## config.mk

```make
export PLATFORM = sky130hd
export DESIGN_NAME = msrv32_dbus_ahb_master_flat
export DESIGN_NICKNAME = d
export VERILOG_FILES = /design/src/rtl/msrv32_dbus_ahb_master_if.sv /design/src/rtl/msrv32_dbus_ahb_master.sv /design/src/flat_wrapper.sv
export SDC_FILE = /design/constraint.sdc
export NUM_CORES = 1
export LEC_CHECK = 0
export BUFFER_PORTS_ARGS = -buffer_cell sky130_fd_sc_hd__buf_2
export CORE_AREA = 5 5 136 86
export CTS_BUF_LIST = sky130_fd_sc_hd__clkbuf_8
export DETAILED_ROUTE_END_ITERATION = 16
export DIE_AREA = 0 0 141 91
export MAX_ROUTING_LAYER = met4
export PLACE_DENSITY = 0.77
export SYNTH_ARGS = -nofsm -noshare
export SYNTH_HDL_FRONTEND = slang
export SYNTH_SLANG_ARGS = --single-unit
```

## constraint.sdc

```tcl
create_clock -name clk_in -period 1.8 [get_ports clk_in]
set_input_delay 0.18 -clock clk_in [delete_from_list [all_inputs] [get_ports clk_in]]
set_output_delay 0.18 -clock clk_in [all_outputs]
set_load 0.03 [all_outputs]
```

## src/rtl/msrv32_dbus_ahb_master_if.sv

```systemverilog
// AHB-Lite bus bundle between the msrv32 data-side master and the slave fabric.
// master modport: drives haddr/htrans/hwrite/hsize/hburst/hprot/hwdata,
//                 samples hrdata/hready/hresp.
// slave modport : the mirror image, for the fabric or a testbench model.
interface msrv32_dbus_ahb_master_if;
  logic [31:0] haddr_out;
  logic [1:0]  htrans_out;
  logic        hwrite_out;
  logic [2:0]  hsize_out;
  logic [2:0]  hburst_out;
  logic [3:0]  hprot_out;
  logic [31:0] hwdata_out;
  logic [31:0] hrdata_in;
  logic        hready_in;
  logic        hresp_in;

  modport master (
    output haddr_out, htrans_out, hwrite_out, hsize_out, hburst_out, hprot_out, hwdata_out,
    input  hrdata_in, hready_in, hresp_in
  );

  modport slave (
    input  haddr_out, htrans_out, hwrite_out, hsize_out, hburst_out, hprot_out, hwdata_out,
    output hrdata_in, hready_in, hresp_in
  );
endinterface

```

## src/rtl/msrv32_dbus_ahb_master.sv

```systemverilog
// msrv32 data-bus AHB-Lite master.
// Turns each core load/store request into one AHB-Lite SINGLE transfer, with at most
// one transfer outstanding. Handles wait states and the two-cycle ERROR response, and
// returns read data / ready / error to the core.
// Ports:
//   clk_in, rst_in (async, active low)
//   core_addr_in, core_wdata_in, core_wr_req_in, core_mask_in, core_htrans_in : core request
//   core_rdata_out, core_ready_out, core_err_out                              : core response
//   ahb (msrv32_dbus_ahb_master_if.master)                                    : AHB-Lite bus
// Optional build macro: MSRV32_DBUS_TIMEOUT_EN -- aborts a transfer after TIMEOUT_CYCLES
// consecutive hready_in-low cycles and reports it as an error.
module msrv32_dbus_ahb_master #(
  parameter int         TIMEOUT_CYCLES = 255,
  parameter logic [3:0] HPROT_VALUE    = 4'b0011
) (
  input  logic        clk_in,
  input  logic        rst_in,
  input  logic [31:0] core_addr_in,
  input  logic [31:0] core_wdata_in,
  input  logic        core_wr_req_in,
  input  logic [3:0]  core_mask_in,
  input  logic [1:0]  core_htrans_in,
  output logic [31:0] core_rdata_out,
  output logic        core_ready_out,
  output logic        core_err_out,
  msrv32_dbus_ahb_master_if.master ahb
);

  localparam logic [1:0] HTRANS_IDLE   = 2'b00;
  localparam logic [1:0] HTRANS_NONSEQ = 2'b10;

  typedef enum logic [1:0] {IDLE, ADDR, DATA, ERR} state_t;

  state_t      state_q, state_d;
  logic [31:0] addr_q, wdata_q, rdata_q;
  logic [2:0]  size_q;
  logic        wr_q, err_q;

  // request decode
  logic [2:0]  req_size;
  logic [1:0]  req_lo;
  logic        req_legal;
  logic [31:0] req_addr;

  // FSM strobes
  logic issue, bad_req, load_done, err_set;

  // Loads are always whole words; stores derive size and low address bits from the
  // byte mask. Masks that are not a naturally aligned byte/half/word are rejected.
  always_comb begin
    req_size  = 3'b010;
    req_lo    = 2'b00;
    req_legal = 1'b1;
    if (core_wr_req_in) begin
      case (core_mask_in)
        4'b1111: begin req_size = 3'b010; req_lo = 2'b00; end
        4'b0011: begin req_size = 3'b001; req_lo = 2'b00; end
        4'b1100: begin req_size = 3'b001; req_lo = 2'b10; end
        4'b0001: begin req_size = 3'b000; req_lo = 2'b00; end
        4'b0010: begin req_size = 3'b000; req_lo = 2'b01; end
        4'b0100: begin req_size = 3'b000; req_lo = 2'b10; end
        4'b1000: begin req_size = 3'b000; req_lo = 2'b11; end
        default: req_legal = 1'b0;
      endcase
    end
  end

  assign req_addr = {core_addr_in[31:2], req_lo};

`ifdef MSRV32_DBUS_TIMEOUT_EN
  localparam int TO_RAW = $clog2(TIMEOUT_CYCLES + 1);
  localparam int TO_W   = (TO_RAW < 8) ? 8 : ((TO_RAW > 16) ? 16 : TO_RAW);

  logic [TO_W-1:0] to_cnt_q;
  logic            timeout_hit;

  // The counter holds the number of low cycles already seen, so the TIMEOUT_CYCLES-th
  // consecutive low cycle is the one that aborts.
  assign timeout_hit = (state_q != IDLE) && !ahb.hready_in &&
                       (to_cnt_q == TO_W'(TIMEOUT_CYCLES - 1));

  always_ff @(posedge clk_in or negedge rst_in) begin
    if (!rst_in)
      to_cnt_q <= '0;
    else if (state_q == IDLE || ahb.hready_in || state_d != state_q)
      to_cnt_q <= '0;
    else
      to_cnt_q <= to_cnt_q + 1'b1;
  end
`else
  logic timeout_hit;
  assign timeout_hit = 1'b0;
  wire unused_timeout_cfg = |TIMEOUT_CYCLES;
`endif

  always_ff @(posedge clk_in or negedge rst_in) begin
    if (!rst_in) state_q <= IDLE;
    else         state_q <= state_d;
  end

  always_comb begin
    state_d   = state_q;
    issue     = 1'b0;
    bad_req   = 1'b0;
    load_done = 1'b0;
    err_set   = 1'b0;
    case (state_q)
      IDLE: begin
        if (core_htrans_in == HTRANS_NONSEQ) begin
          if (req_legal) begin
            issue   = 1'b1;
            state_d = ADDR;
          end else begin
            bad_req = 1'b1;
          end
        end
      end
      ADDR: if (ahb.hready_in) state_d = DATA;
      DATA: begin
        if (ahb.hready_in) begin
          // hready with hresp=1 is a malformed ERROR response; still report it.
          if (ahb.hresp_in) err_set = 1'b1;
          else              load_done = !wr_q;
          state_d = IDLE;
        end else if (ahb.hresp_in) begin
          state_d = ERR;
        end
      end
      ERR: begin
        if (ahb.hready_in) begin
          err_set = 1'b1;
          state_d = IDLE;
        end
      end
      default: state_d = IDLE;
    endcase
    if (timeout_hit) begin
      state_d   = IDLE;
      err_set   = 1'b1;
      load_done = 1'b0;
    end
  end

  always_ff @(posedge clk_in or negedge rst_in) begin
    if (!rst_in) begin
      addr_q  <= '0;
      wdata_q <= '0;
      size_q  <= 3'b010;
      wr_q    <= 1'b0;
      rdata_q <= '0;
      err_q   <= 1'b0;
    end else begin
      err_q <= err_set | bad_req;
      if (issue) begin
        addr_q  <= req_addr;
        size_q  <= req_size;
        wr_q    <= core_wr_req_in;
        wdata_q <= core_wdata_in;
      end
      if (load_done) rdata_q <= ahb.hrdata_in;
    end
  end

  assign ahb.htrans_out = (state_q == ADDR) ? HTRANS_NONSEQ : HTRANS_IDLE;
  assign ahb.haddr_out  = addr_q;
  assign ahb.hwrite_out = wr_q;
  assign ahb.hsize_out  = size_q;
  assign ahb.hburst_out = 3'b000;
  assign ahb.hprot_out  = HPROT_VALUE;
  assign ahb.hwdata_out = wdata_q;

  assign core_rdata_out = rdata_q;
  assign core_ready_out = (state_q == IDLE);
  assign core_err_out   = err_q;

endmodule

```

## src/flat_wrapper.sv

```systemverilog
// flat-port wrapper written by rule: the top's interface ports become plain ports
module msrv32_dbus_ahb_master_flat 
#(
  parameter int         TIMEOUT_CYCLES = 255,
  parameter logic [3:0] HPROT_VALUE    = 4'b0011
)
  (clk_in, rst_in, core_addr_in, core_wdata_in, core_wr_req_in, core_mask_in, core_htrans_in, core_rdata_out, core_ready_out, core_err_out, ahb_haddr_out, ahb_htrans_out, ahb_hwrite_out, ahb_hsize_out, ahb_hburst_out, ahb_hprot_out, ahb_hwdata_out, ahb_hrdata_in, ahb_hready_in, ahb_hresp_in);
  msrv32_dbus_ahb_master_if ahb_i ();
  input  logic clk_in;
  input  logic rst_in;
  input  logic [31:0] core_addr_in;
  input  logic [31:0] core_wdata_in;
  input  logic core_wr_req_in;
  input  logic [3:0] core_mask_in;
  input  logic [1:0] core_htrans_in;
  output logic [31:0] core_rdata_out;
  output logic core_ready_out;
  output logic core_err_out;
  output wire logic [$bits(ahb_i.haddr_out)-1:0] ahb_haddr_out;
  output wire logic [$bits(ahb_i.htrans_out)-1:0] ahb_htrans_out;
  output wire logic [$bits(ahb_i.hwrite_out)-1:0] ahb_hwrite_out;
  output wire logic [$bits(ahb_i.hsize_out)-1:0] ahb_hsize_out;
  output wire logic [$bits(ahb_i.hburst_out)-1:0] ahb_hburst_out;
  output wire logic [$bits(ahb_i.hprot_out)-1:0] ahb_hprot_out;
  output wire logic [$bits(ahb_i.hwdata_out)-1:0] ahb_hwdata_out;
  input wire logic [$bits(ahb_i.hrdata_in)-1:0] ahb_hrdata_in;
  input wire logic [$bits(ahb_i.hready_in)-1:0] ahb_hready_in;
  input wire logic [$bits(ahb_i.hresp_in)-1:0] ahb_hresp_in;
  assign ahb_haddr_out = ahb_i.haddr_out;
  assign ahb_htrans_out = ahb_i.htrans_out;
  assign ahb_hwrite_out = ahb_i.hwrite_out;
  assign ahb_hsize_out = ahb_i.hsize_out;
  assign ahb_hburst_out = ahb_i.hburst_out;
  assign ahb_hprot_out = ahb_i.hprot_out;
  assign ahb_hwdata_out = ahb_i.hwdata_out;
  assign ahb_i.hrdata_in = ahb_hrdata_in;
  assign ahb_i.hready_in = ahb_hready_in;
  assign ahb_i.hresp_in = ahb_hresp_in;
  msrv32_dbus_ahb_master #(.TIMEOUT_CYCLES(TIMEOUT_CYCLES), .HPROT_VALUE(HPROT_VALUE)) u_core (.clk_in(clk_in), .rst_in(rst_in), .core_addr_in(core_addr_in), .core_wdata_in(core_wdata_in), .core_wr_req_in(core_wr_req_in), .core_mask_in(core_mask_in), .core_htrans_in(core_htrans_in), .core_rdata_out(core_rdata_out), .core_ready_out(core_ready_out), .core_err_out(core_err_out), .ahb(ahb_i));
endmodule
```

* Word level (Yosys, flattened, before mapping)
Index checks and enable logic that the tools add are counted.
** Word-level totals
- Register bits :: 103
- Output and inout bits :: 111
- Bits of input ports :: 107
** Operators by class
- Reduce and logical (&&, ||, !) cells :: 7
- Muxes and demuxes :: 27
- Eq/ne operators :: 16
- Bitwise logic cells :: 1
** Operators by type and width (number)
- 2-bit two-way mux :: 9
- 1-bit two-way mux :: 14
- 4-bit == test (second input constant) :: 3
- 4-bit by 2-bit == test with 1-bit output (second input constant) :: 2
- 2-bit case mux with 4 select lines :: 1
- 7-bit OR reduction :: 1
- 2-bit == test (second input constant) :: 3
- 2-bit case mux with 3 select lines :: 1
- 5-bit AND reduction :: 1
- 4-bit by 1-bit == test with 1-bit output (second input constant) :: 1
- 4-bit by 3-bit == test with 1-bit output (second input constant) :: 1
- 2-bit by 1-bit != test with 1-bit output (second input constant) :: 2
- 2-bit != test (second input constant) :: 2
- 2-bit case mux with 2 select lines :: 1
- 2-bit OR reduction :: 2
- 4-bit OR reduction :: 1
- 3-bit != test (second input constant) :: 1
- 2-bit by 1-bit == test with 1-bit output (second input constant) :: 1
- 2-bit logical NOT :: 1
- 1-bit case mux with 2 select lines :: 1
- 1-bit logical NOT :: 1
- 1-bit bitwise OR :: 1

* Longest topological paths before layout
Gate-level depths: netlist of run 1.
- Depth after elaboration :: 8
- Depth in mapped cells :: 6
- Gate-level depth less buffers :: 4

* Worst setup path before layout of run 1
No wires, ideal clock.
- Path type :: reg-to-reg
- From :: reg u_core.state_q[0]
- To :: reg u_core.addr_q[0] (netlist: u_core.ahb.haddr_out[0])
- Library setup time :: 0.125 ns
- Arrival time :: 1.818 ns
- Cell stages (with the launch flop) :: 7
- Buffers on the path :: 2
- Slack :: -0.143 ns
- Cell sequence :: dfrtp_1 -> or4b_4 -> a31oi_4 -> nand2_2 -> buf_6 -> buf_6 -> mux2_4
** On the way
- Longest elaborated chain between the ends :: 2
** RTL lines
- from (decl) :: RTL line msrv32_dbus_ahb_master.sv:34 : state_t state_q, state_d;
- from (signal assigned) :: RTL line msrv32_dbus_ahb_master.sv:98 : else state_q <= state_d;
- 2-bit logical NOT :: RTL line msrv32_dbus_ahb_master.sv:107 : case (state_q)
- 1-bit two-way mux :: RTL line msrv32_dbus_ahb_master.sv:107
- to (signal assigned) :: RTL line msrv32_dbus_ahb_master.sv:155 : addr_q <= req_addr;
- to (decl) :: RTL line msrv32_dbus_ahb_master.sv:35 : logic [31:0] addr_q, wdata_q, rdata_q;
No other way between the ends.
A chain may end at the register's enable or synchronous reset.

* Worst setup path after layout of run 1
- From :: reg u_core.state_q[1]
- To :: reg u_core.wdata_q[1] (netlist: u_core.ahb.hwdata_out[1])
** On the way
- Longest elaborated chain between the ends :: 2
** RTL lines
- 2-bit logical NOT :: RTL line msrv32_dbus_ahb_master.sv:107
- 1-bit two-way mux :: RTL line msrv32_dbus_ahb_master.sv:107
- to (signal assigned) :: RTL line msrv32_dbus_ahb_master.sv:158 : wdata_q <= core_wdata_in;
- to (decl) :: RTL line msrv32_dbus_ahb_master.sv:35
No other way between the ends.

==> flow_summary.ini, run 1 <==
[final_layout]
drive_gt1_frac = 0.6957
fin_nets = 586
fill_cells = 881
area_delta_synth_final_pct = 34.87
postLayoutCoreUtil = 0.5523
n_antenna_cell = 0

[global_route]
antenna_found_initial = 0
grt_max_degree = 45
grt_overflow = 0
grt_pass1_wl_um = 16070
grt_pass1_vias = 3054
grt_usage = 0.1596

[logic_synthesis]
synth.distinct_cells = 28
synth_top_area_share = 0.5989
yosys_warnings = 0
synth-seq-area-share = 0.6051
synth-edff-count = 0
async_reset_ff_frac = 1.000
syn_area_um2 = 4220
syn_inst = 258
avgSynthCellArea_um2 = 16.36
synth_area_leader_cell = dfrtp_1
yosys_most_used_dff = dfrtp_1
ys_ff_latch = 102
synth_top_cells_by_area = dfrtp_1 60%, mux2_4 17%, mux2_2 13%

[sta]
fmax_ghz = 0.5310
clock_skew_ns = 0.009930
finalCritPeriodShare = 1.046
hold_violations = 0
slew_violations = 0
rsz0062_at_grt = yes
setup_slack_ns = -0.08321
hold_slack_ns = 0.04862
min_period_ns = 1.883
setup_viol_count_final = 57

[job]
drv_cap = 0

[power_and_ir_drop]
irDropWorstVdd_uv = 1032
power.density_nw_per_um2 = 1928
power.leakage_nw = 3.048

[drt]
vias_per_cell = 4.595
drtIter0Drc = 86
detail_route.wl_per_cell_um = 16.04
dr.pass1.iters = 4
ant_nets = 0
num_vias = 2858
finalWirelength_um = 9975
drcViolationCount = 0

[cts]
cts_tree = yes
clock_latency_ns = 0.35
root_buffer = clkbuf_8
cts_sinks = 102
htreeDepth = 3
clkSlewWorstSetupHoldPaths_ns = 0.10
clockBufferDepth = 2
cts_buffers = 9

[die]
dieArea_um2 = 12830
initial_core_util = 0.4095
core_area_um2 = 10300
io_pins = 218
rows = 29
die_w_um = 141
die_h_um = 91

[worst_setup_path]
crit_path_end_kind = register
path_class = register to register
cp_max_fo = 26
cp-start-kind = register
crit_required_ns = 2.04
cp.arrival_ns = 2.12

[placement]
portBuffers = 206
dpl.hpwl_um = 7828
gp_congestion = 0.8436
post-place-ws_ns = -0.08546

[run_status]
violations = negative setup slack
status = finished with violations

[min_path]
hold_class = input port to register
==> sequential cells by signal (all words and copies together), names as in the netlist <==
register,cells
u_core.ahb.hsize_out,2
u_core.ahb.hwrite_out,1
u_core.ahb.haddr_out,32
u_core.core_err_out,1
u_core.state_q,2
u_core.core_rdata_out,32
u_core.ahb.hwdata_out,32
==> layout by cell type (no fill, tap or decap) <==
| cell type | netlist | layout |
|---|---|---|
| buf_4 | 9 | 11 |
| nand2_1 | 4 | 4 |
| dfrtp_1 | 101 | 101 |
| nor4_4 | 0 | 1 |
| o22a_1 | 2 | 2 |
| buf_2 | 4 | 205 |
| o32ai_1 | 1 | 1 |
| a31oi_4 | 1 | 1 |
| nand4_1 | 1 | 1 |
| mux2i_1 | 1 | 1 |
| buf_12 | 0 | 5 |
| inv_1 | 3 | 4 |
| o21ai_0 | 6 | 6 |
| dlygate4sd3_1 | 0 | 1 |
| conb_1 | 2 | 9 |
| a31oi_1 | 1 | 1 |
| clkbuf_8 | 0 | 9 |
| dfstp_2 | 1 | 1 |
| clkinv_4 | 0 | 1 |
| clkinv_2 | 0 | 1 |
| nand3_1 | 2 | 2 |
| bufinv_16 | 0 | 1 |
| a22o_1 | 1 | 1 |
| nand2_4 | 0 | 1 |
| a21oi_1 | 1 | 1 |
| or4b_4 | 1 | 1 |
| inv_6 | 0 | 1 |
| o211ai_1 | 1 | 1 |
| nor4_1 | 2 | 1 |
| and3_1 | 3 | 3 |
| clkinvlp_4 | 0 | 1 |
| xnor2_1 | 1 | 1 |
| mux2_2 | 48 | 48 |
| nor2b_1 | 1 | 1 |
| nor2_1 | 5 | 5 |
| mux2_4 | 48 | 48 |
==> kinds of logic (layout without fill, tap and decap cells) <==
family | count (synthesis) | after routing | synth area share
other | 2 | 9 | 0.001779
XOR/XNOR | 1 | 1 | 0.002076
buffers and inverters | 22 | 240 | 0.03943
multiplexers | 97 | 97 | 0.3012
AO/OA/AOI/OAI | 14 | 14 | 0.02491
flip-flops | 102 | 102 | 0.6051
AND/OR/NAND/NOR | 20 | 20 | 0.02550
==> cell usage after synthesis, types with 2 or more instances <==
library cell	count
dfrtp_1	101
mux2_2	48
mux2_4	48
buf_4	9
buf_6	6
o21ai_0	6
nor2_1	5
buf_2	4
nand2_1	4
and3_1	3
inv_1	3
conb_1	2
nand3_1	2
nor4_1	2
o22a_1	2
==> through the flow <==
step | power, mW | cells | setup TNS (ns) | area (um2)
finish | 10.97 | 622 | -3.441 | 5692
floorplan | 7.888 | 265 | -5.991 | 4247
CTS | 11.11 | 621 | -3.268 | 5675
detailed placement | 9.657 | 604 | -3.656 | 5470
global placement | 9.489 | 604 | -0.9876 | 5470
global route | 11.58 | 622 | -5.689 | 5692
==> layer usage <==
layer | track usage | vias up | wire length [um]
met4 | 0.03871 | 0 | 121
met1 | 0.1922 | 1382 | 4223
met2 | 0.2675 | 131 | 4855
met5 | - | - | 0
li1 | - | 1334 | -
met3 | 0.04514 | 11 | 775
==> report_power, final <==
part           switching (mW)  total [mW]  internal, mW
logic                    3.42        5.56          2.14
registers               0.606        4.03          3.42
clock network           0.750        1.39         0.636
total                    4.77        11.0          6.20
==> repair_timing <==
item	4_1_cts	5_1_grt
setup buffers	1	1
gates resized for setup	0	1
hold buffers	1	0
endpoints found under the hold margin	47	0
endpoints found under the setup margin	60	63
pin swaps	0	0
==> critical path: stages (launching register included) <==
cell	delay [ns]
dfrtp_1	0.39
or4b_4	0.55
a31oi_4	0.21
nand2_4	0.11
buf_12	0.19
mux2_4	0.31
==> cell type report <==
cell class,count,area [um2],area share
clock inverter,6,63.81,0.01121
timing repair buffer,222,1219,0.2141
inverter,3,11.26,0.001978
clock buffer,9,123.9,0.02176
sequential,102,2554,0.4487
multi-input combinational,141,1546,0.2717
tap,139,173.9,0.03056
==> worst paths after layout <==
kind | from | to | slack (ns) | cells after the start
worst max-delay path | u_core.state_q[1] | u_core.ahb.hwdata_out[1] | -0.08 | 5
max in group asynchronous | rst_in | u_core.core_rdata_out[19] | 0.89 | 3
worst max register to register | u_core.state_q[1] | u_core.ahb.hwdata_out[1] | -0.08 | 5
worst min-delay path | core_addr_in[17] | u_core.ahb.haddr_out[17] | 0.05 | 2
min in group asynchronous | rst_in | u_core.ahb.hwdata_out[31] | 0.27 | 2
worst min register to register | u_core.ahb.hwdata_out[6] | u_core.ahb.hwdata_out[6] | 0.51 | 1
No activity file was read; power rests on OpenSTA's default activity.
==> run 2: changes to the inputs <==
--- a/config.mk
+++ b/config.mk
@@ -6,12 +6,12 @@
 export NUM_CORES = 1
 export LEC_CHECK = 0
 export BUFFER_PORTS_ARGS = -buffer_cell sky130_fd_sc_hd__buf_2
-export CORE_AREA = 5 5 136 86
+export CORE_AREA = 5 5 139 88
 export CTS_BUF_LIST = sky130_fd_sc_hd__clkbuf_8
 export DETAILED_ROUTE_END_ITERATION = 16
-export DIE_AREA = 0 0 141 91
+export DIE_AREA = 0 0 144 93
 export MAX_ROUTING_LAYER = met4
-export PLACE_DENSITY = 0.77
+export PLACE_DENSITY = 0.74
 export SYNTH_ARGS = -nofsm -noshare
 export SYNTH_HDL_FRONTEND = slang
 export SYNTH_SLANG_ARGS = --single-unit
==> run 2 against run 1 <==
Against the previous run:
- the run still ends with negative setup slack left
- first-iteration DRC count shrank 4.7%
- sequential power is essentially flat
- maximum frequency is essentially flat
- flip-flop and latch count is the same
- design area shrank 0.53%
- register-to-register slack is essentially flat
- worst hold slack lost 0.0020 ns
- setup slack lost 0.0017 ns
- critical path depth is the same
- cell count grew 0.48%
- via count shrank 1.3%
- critical path type unchanged
- largest cell class unchanged
- largest power group unchanged
==> flow_summary.ini, run 2 (synthesized netlist as in run 1, its figures left out) <==
[die]
die_h_um = 93
initial_core_util = 0.3864
die_w_um = 144
dieArea_um2 = 13390
io_pins = 218
core_area_um2 = 10920
rows = 30

[cts]
clock_latency_ns = 0.35
clkSlewWorstSetupHoldPaths_ns = 0.10
cts_tree = yes
clockBufferDepth = 2
root_buffer = clkbuf_8
htreeDepth = 3
cts_buffers = 9
cts_sinks = 102

[sta]
setup_slack_ns = -0.08493
finalSetupTns_ns = -3.359
rsz0062_at_grt = yes
slew_violations = 0
fmax_ghz = 0.5305
clock_skew_ns = 0.006171
finalCritPeriodShare = 1.047
min_period_ns = 1.885
tightest_slew_ns = 0.5213
slew_headroom = 0.6525
hold_violations = 0
hold_slack_ns = 0.04660
setup_viol_count_final = 63

[power_and_ir_drop]
switching_power_mw = 4.794
power.leakage_nw = 3.027
irDropWorstVdd_uv = 1166
internal_power_mw = 6.186
power.density_nw_per_um2 = 1939
power_mw = 10.98
power.share.switching = 0.4366
seqPwrFrac = 0.368
clkPwrFrac = 0.131
power_frac_comb = 0.501

[run_status]
status = finished with violations
violations = negative setup slack

[final_layout]
postLayoutCoreUtil = 0.5183
layout_commonest_cell = buf_2
area_delta_synth_final_pct = 34.15
drive_gt1_frac = 0.6938
design_area_um2 = 5662
fin_nets = 582
seq_area_um2 = 2554
layout_common_cells = 205 x buf_2, 101 x dfrtp_1, 48 x mux2_4, 48 x mux2_2
fill_cells = 943
multi_input_area_um2 = 1538
stdcell_count = 625

[worst_setup_path]
r2r_setup_slack_ns = -0.08
crit_required_ns = 2.04
cp_max_fo = 26
cp.arrival_ns = 2.12
r2r_end = u_core.ahb.haddr_out[25]
crit_path_end_kind = register
rr_worst_depth = 5
r2r_start = u_core.state_q[1]
path_class = register to register
cp-start-kind = register

[placement]
gp_congestion = 0.7940
place_area_um2 = 5449
portBuffers = 206
dpl.hpwl_um = 7675
place.detailed.instances = 607
post-place-ws_ns = -0.08235

[drt]
finalWirelength_um = 10060
detail_route.wl_per_cell_um = 16.10
dr.pass1.iters = 4
drtIter0Drc = 82
vias_per_cell = 4.515
drcViolationCount = 0
ant_nets = 0
num_vias = 2822

[global_route]
grt_pass1_wl_um = 15190
grt_pass1_vias = 2986
grt_overflow = 0
antenna_found_initial = 1
grt_max_degree = 103
grt_usage = 0.1482

[job]
drv_cap = 0

[min_path]
min-delay-start = core_addr_in[23]
hold_class = input port to register
hold_end = u_core.ahb.haddr_out[23]
whs_path_depth = 2
run 2: worst max path at each step:
stage               slack [ns]                       end               from  depth (start not counted)
finish                   -0.08  u_core.ahb.haddr_out[25]  u_core.state_q[1]                          5
global route             -0.14  u_core.ahb.haddr_out[21]  u_core.state_q[1]                          5
CTS                      -0.10   u_core.ahb.haddr_out[5]  u_core.state_q[1]                          5
detailed placement       -0.08  u_core.ahb.haddr_out[31]  u_core.state_q[1]                          5
global placement         -0.04   u_core.ahb.haddr_out[2]  u_core.state_q[1]                          5
floorplan                -0.13   u_core.ahb.haddr_out[0]  u_core.state_q[1]                          6
run 2: metal layers:
metal | vias up | wire [um] | global-route usage
li1 | 1320 | - | -
met1 | 1352 | 4369 | 0.1894
met2 | 143 | 4593 | 0.2303
met3 | 7 | 1035 | 0.05263
met4 | 0 | 62 | 0.03056
met5 | - | 0 | -
run 2: timing repair:
item / CTS / global route
hold endpoints to repair: 101 / 0
hold buffers: 1 / 0
buffers inserted: 0 / 0
resized for setup: 0 / 1
setup endpoints to repair: 63 / 63
run 2: worst max-delay path, stage by stage, from the launching register on:
cell and delay, ns:
dfrtp_1 0.40, or4b_4 0.55, a31oi_4 0.20, nand2_4 0.10, buf_12 0.18, mux2_4 0.32
run 2: final cells by class:
type	instances	share of cell area
inverters	3	0.001989
clock inverters	7	0.01282
repair buffers	218	0.2084
clock buffers	9	0.02188
flip-flops and latches	102	0.4510
well taps	144	0.03182
multi-input cells	141	0.2716
diodes	1	0.0004420
run 2: power by group through the flow:
stage / registers, mW / clock network [mW] / logic, mW
finish: 4.04 / 1.44 / 5.50
global route: 4.18 / 1.61 / 5.78
CTS: 4.05 / 1.52 / 5.57
detailed placement: 4.06 / 0 / 5.57
global placement: 4.01 / 0 / 5.48
floorplan: 6.29 / 0 / 1.60
==> run 3: changes to the inputs <==
==> constraint.sdc (replaced) <==
create_clock -name clk_in -period 1.8 [get_ports clk_in]
set_input_delay 0.27 -clock clk_in [delete_from_list [all_inputs] [get_ports clk_in]]
set_output_delay 0.27 -clock clk_in [all_outputs]
set_load 0.03 [all_outputs]
==> run 3 against run 2 <==
Against the previous run:
- the flow still finishes with violations (negative setup slack)
- cell count did not move
- clock skew rose by 0.0012 ns
- global-route usage barely moved
- clock power rose by 3%
- critical path depth did not move
- register-to-register slack got worse by 0.02 ns
- utilization rose by 0.17 points
- power rose by 0.47%
- design area rose by 0.33%
- die area did not move
- count of clock-buffer cells in the layout rose by 2
- routed wire length rose by 0.17%
- critical endpoint is now u_core.ahb.hwdata_out[1]
- largest cell class unchanged
==> flow_summary.ini, run 3 (synthesized netlist as in run 1, its figures left out) <==
[worst_setup_path]
critPathLaunch = u_core.state_q[1]
cp-start-kind = register
cp.arrival_ns = 2.14
crit_required_ns = 2.04
cp_max_fo = 26
r2r_setup_slack_ns = -0.11
path_class = register to register
crit_path_end_kind = register
r2r_start = u_core.state_q[1]

[sta]
hold_violations = 0
setup_slack_ns = -0.1052
min_period_ns = 1.905
finalCritPeriodShare = 1.058
slew_headroom = 0.6494
rsz0062_at_grt = yes
clock_skew_ns = 0.007380
tightest_slew_ns = 0.5260
setup_viol_count_final = 63
fmax_ghz = 0.5249
slew_violations = 0

[cts]
cts_tree = yes
clock_latency_ns = 0.35
htreeDepth = 3
clockBufferDepth = 2
cts_buffers = 9
clkSlewWorstSetupHoldPaths_ns = 0.10
root_buffer = clkbuf_8
cts_sinks = 102

[run_status]
violations = negative setup slack
status = finished with violations

[die]
die_w_um = 144
die_h_um = 93
io_pins = 218
initial_core_util = 0.3864
dieArea_um2 = 13390
rows = 30
core_area_um2 = 10920

[global_route]
grt_pass1_wl_um = 15170
grt_overflow = 0
grt_pass1_vias = 3025
grt_usage = 0.1484
antenna_found_initial = 0
grt_max_degree = 103

[drt]
ant_nets = 0
num_vias = 2839
vias_per_cell = 4.542
detail_route.wl_per_cell_um = 16.12
dr.pass1.iters = 4
finalWirelength_um = 10080
drtIter0Drc = 102
drcViolationCount = 0

[power_and_ir_drop]
irDropWorstVdd_uv = 1082
power.leakage_nw = 3.037
power.density_nw_per_um2 = 1942

[final_layout]
drive_gt1_frac = 0.6944
area_delta_synth_final_pct = 34.60
layout_common_cells = 205 x buf_2, 101 x dfrtp_1, 48 x mux2_4, 48 x mux2_2, 11 x clkbuf_8
n_antenna_cell = 0
fin_nets = 583
layout_commonest_cell = buf_2
postLayoutCoreUtil = 0.5200
stdcell_count = 625

[min_path]
min-delay-start = core_addr_in[13]
hold_class = input port to register

[placement]
dpl.hpwl_um = 7672
gp_congestion = 0.8071
place.detailed.instances = 607
portBuffers = 206

[job]
drv_cap = 0
==> run 3: changes by cell type in the layout (fill, tap and decap cells not counted), sizes merged <==
| cell | before | now |
|---|---|---|
| clkbuf | 9 | 11 |
| inv | 6 | 4 |
| buf | 217 | 218 |
| diode | 1 | 0 |
==> run 3: final timing paths <==
check | to | cells after the start
max | u_core.ahb.hwdata_out[1] | 5
min reg2reg | u_core.ahb.hwdata_out[19] | 1
max reg2reg | u_core.ahb.hwdata_out[1] | 5
min | u_core.ahb.haddr_out[13] | 2
max in group asynchronous | u_core.ahb.haddr_out[27] | 3
min in group asynchronous | u_core.ahb.hwdata_out[0] | 3
==> run 3: area by class of cell <==
| cell class | instances | area (um2) |
|---|---|---|
| fillers | 943 | 5243 |
| flip-flops and latches | 102 | 2554 |
| multi-input cells | 141 | 1538 |
| clock inverters | 5 | 58.81 |
| inverters | 3 | 11.26 |
| well taps | 144 | 180.2 |
| repair buffers | 219 | 1187 |
| clock buffers | 11 | 151.4 |
==> run 3: metrics by stage <==
stage	area [um2]	setup slack, ns	hold slack [ns]	TNS (ns)	power (mW)
finish	5680	-0.1052	0.1378	-4.272	11.03
global route	5680	-0.1491	0.1105	-7.121	11.62
CTS	5669	-0.1064	0.1065	-4.685	11.18
detailed placement	5449	-0.08538	0.3832	-3.576	9.628
global placement	5449	-0.07164	0.3658	-2.874	9.494
floorplan	4247	-0.1254	-0.02559	-5.991	7.888
==> run 3: timing repair <==
item	4_1_cts	5_1_grt
hold buffers	1	0
endpoints found under the setup margin	63	63
hold endpoints to repair	95	0
setup buffers	0	1
gates resized for setup	0	1
gates cloned	0	0
==> run 3: metal layers <==
metal | global-route usage | vias up | part of all wire
li1 | - | 1318 | -
met1 | 0.1821 | 1381 | 0.43
met2 | 0.2376 | 134 | 0.46
met3 | 0.05519 | 6 | 0.11
met4 | 0.03056 | 0 | 0.0049
met5 | - | - | 0
==> run 3: critical path, stage by stage (launching register included) <==
cell and delay (ns):
dfrtp_1 0.41, or4b_4 0.56, a31oi_4 0.20, nand2_4 0.10, buf_12 0.18, mux2_4 0.32
==> run 3: power by group <==
group	internal, mW	switching, mW
Combinational	2.12	3.40
Sequential	3.42	0.600
Clock	0.720	0.770
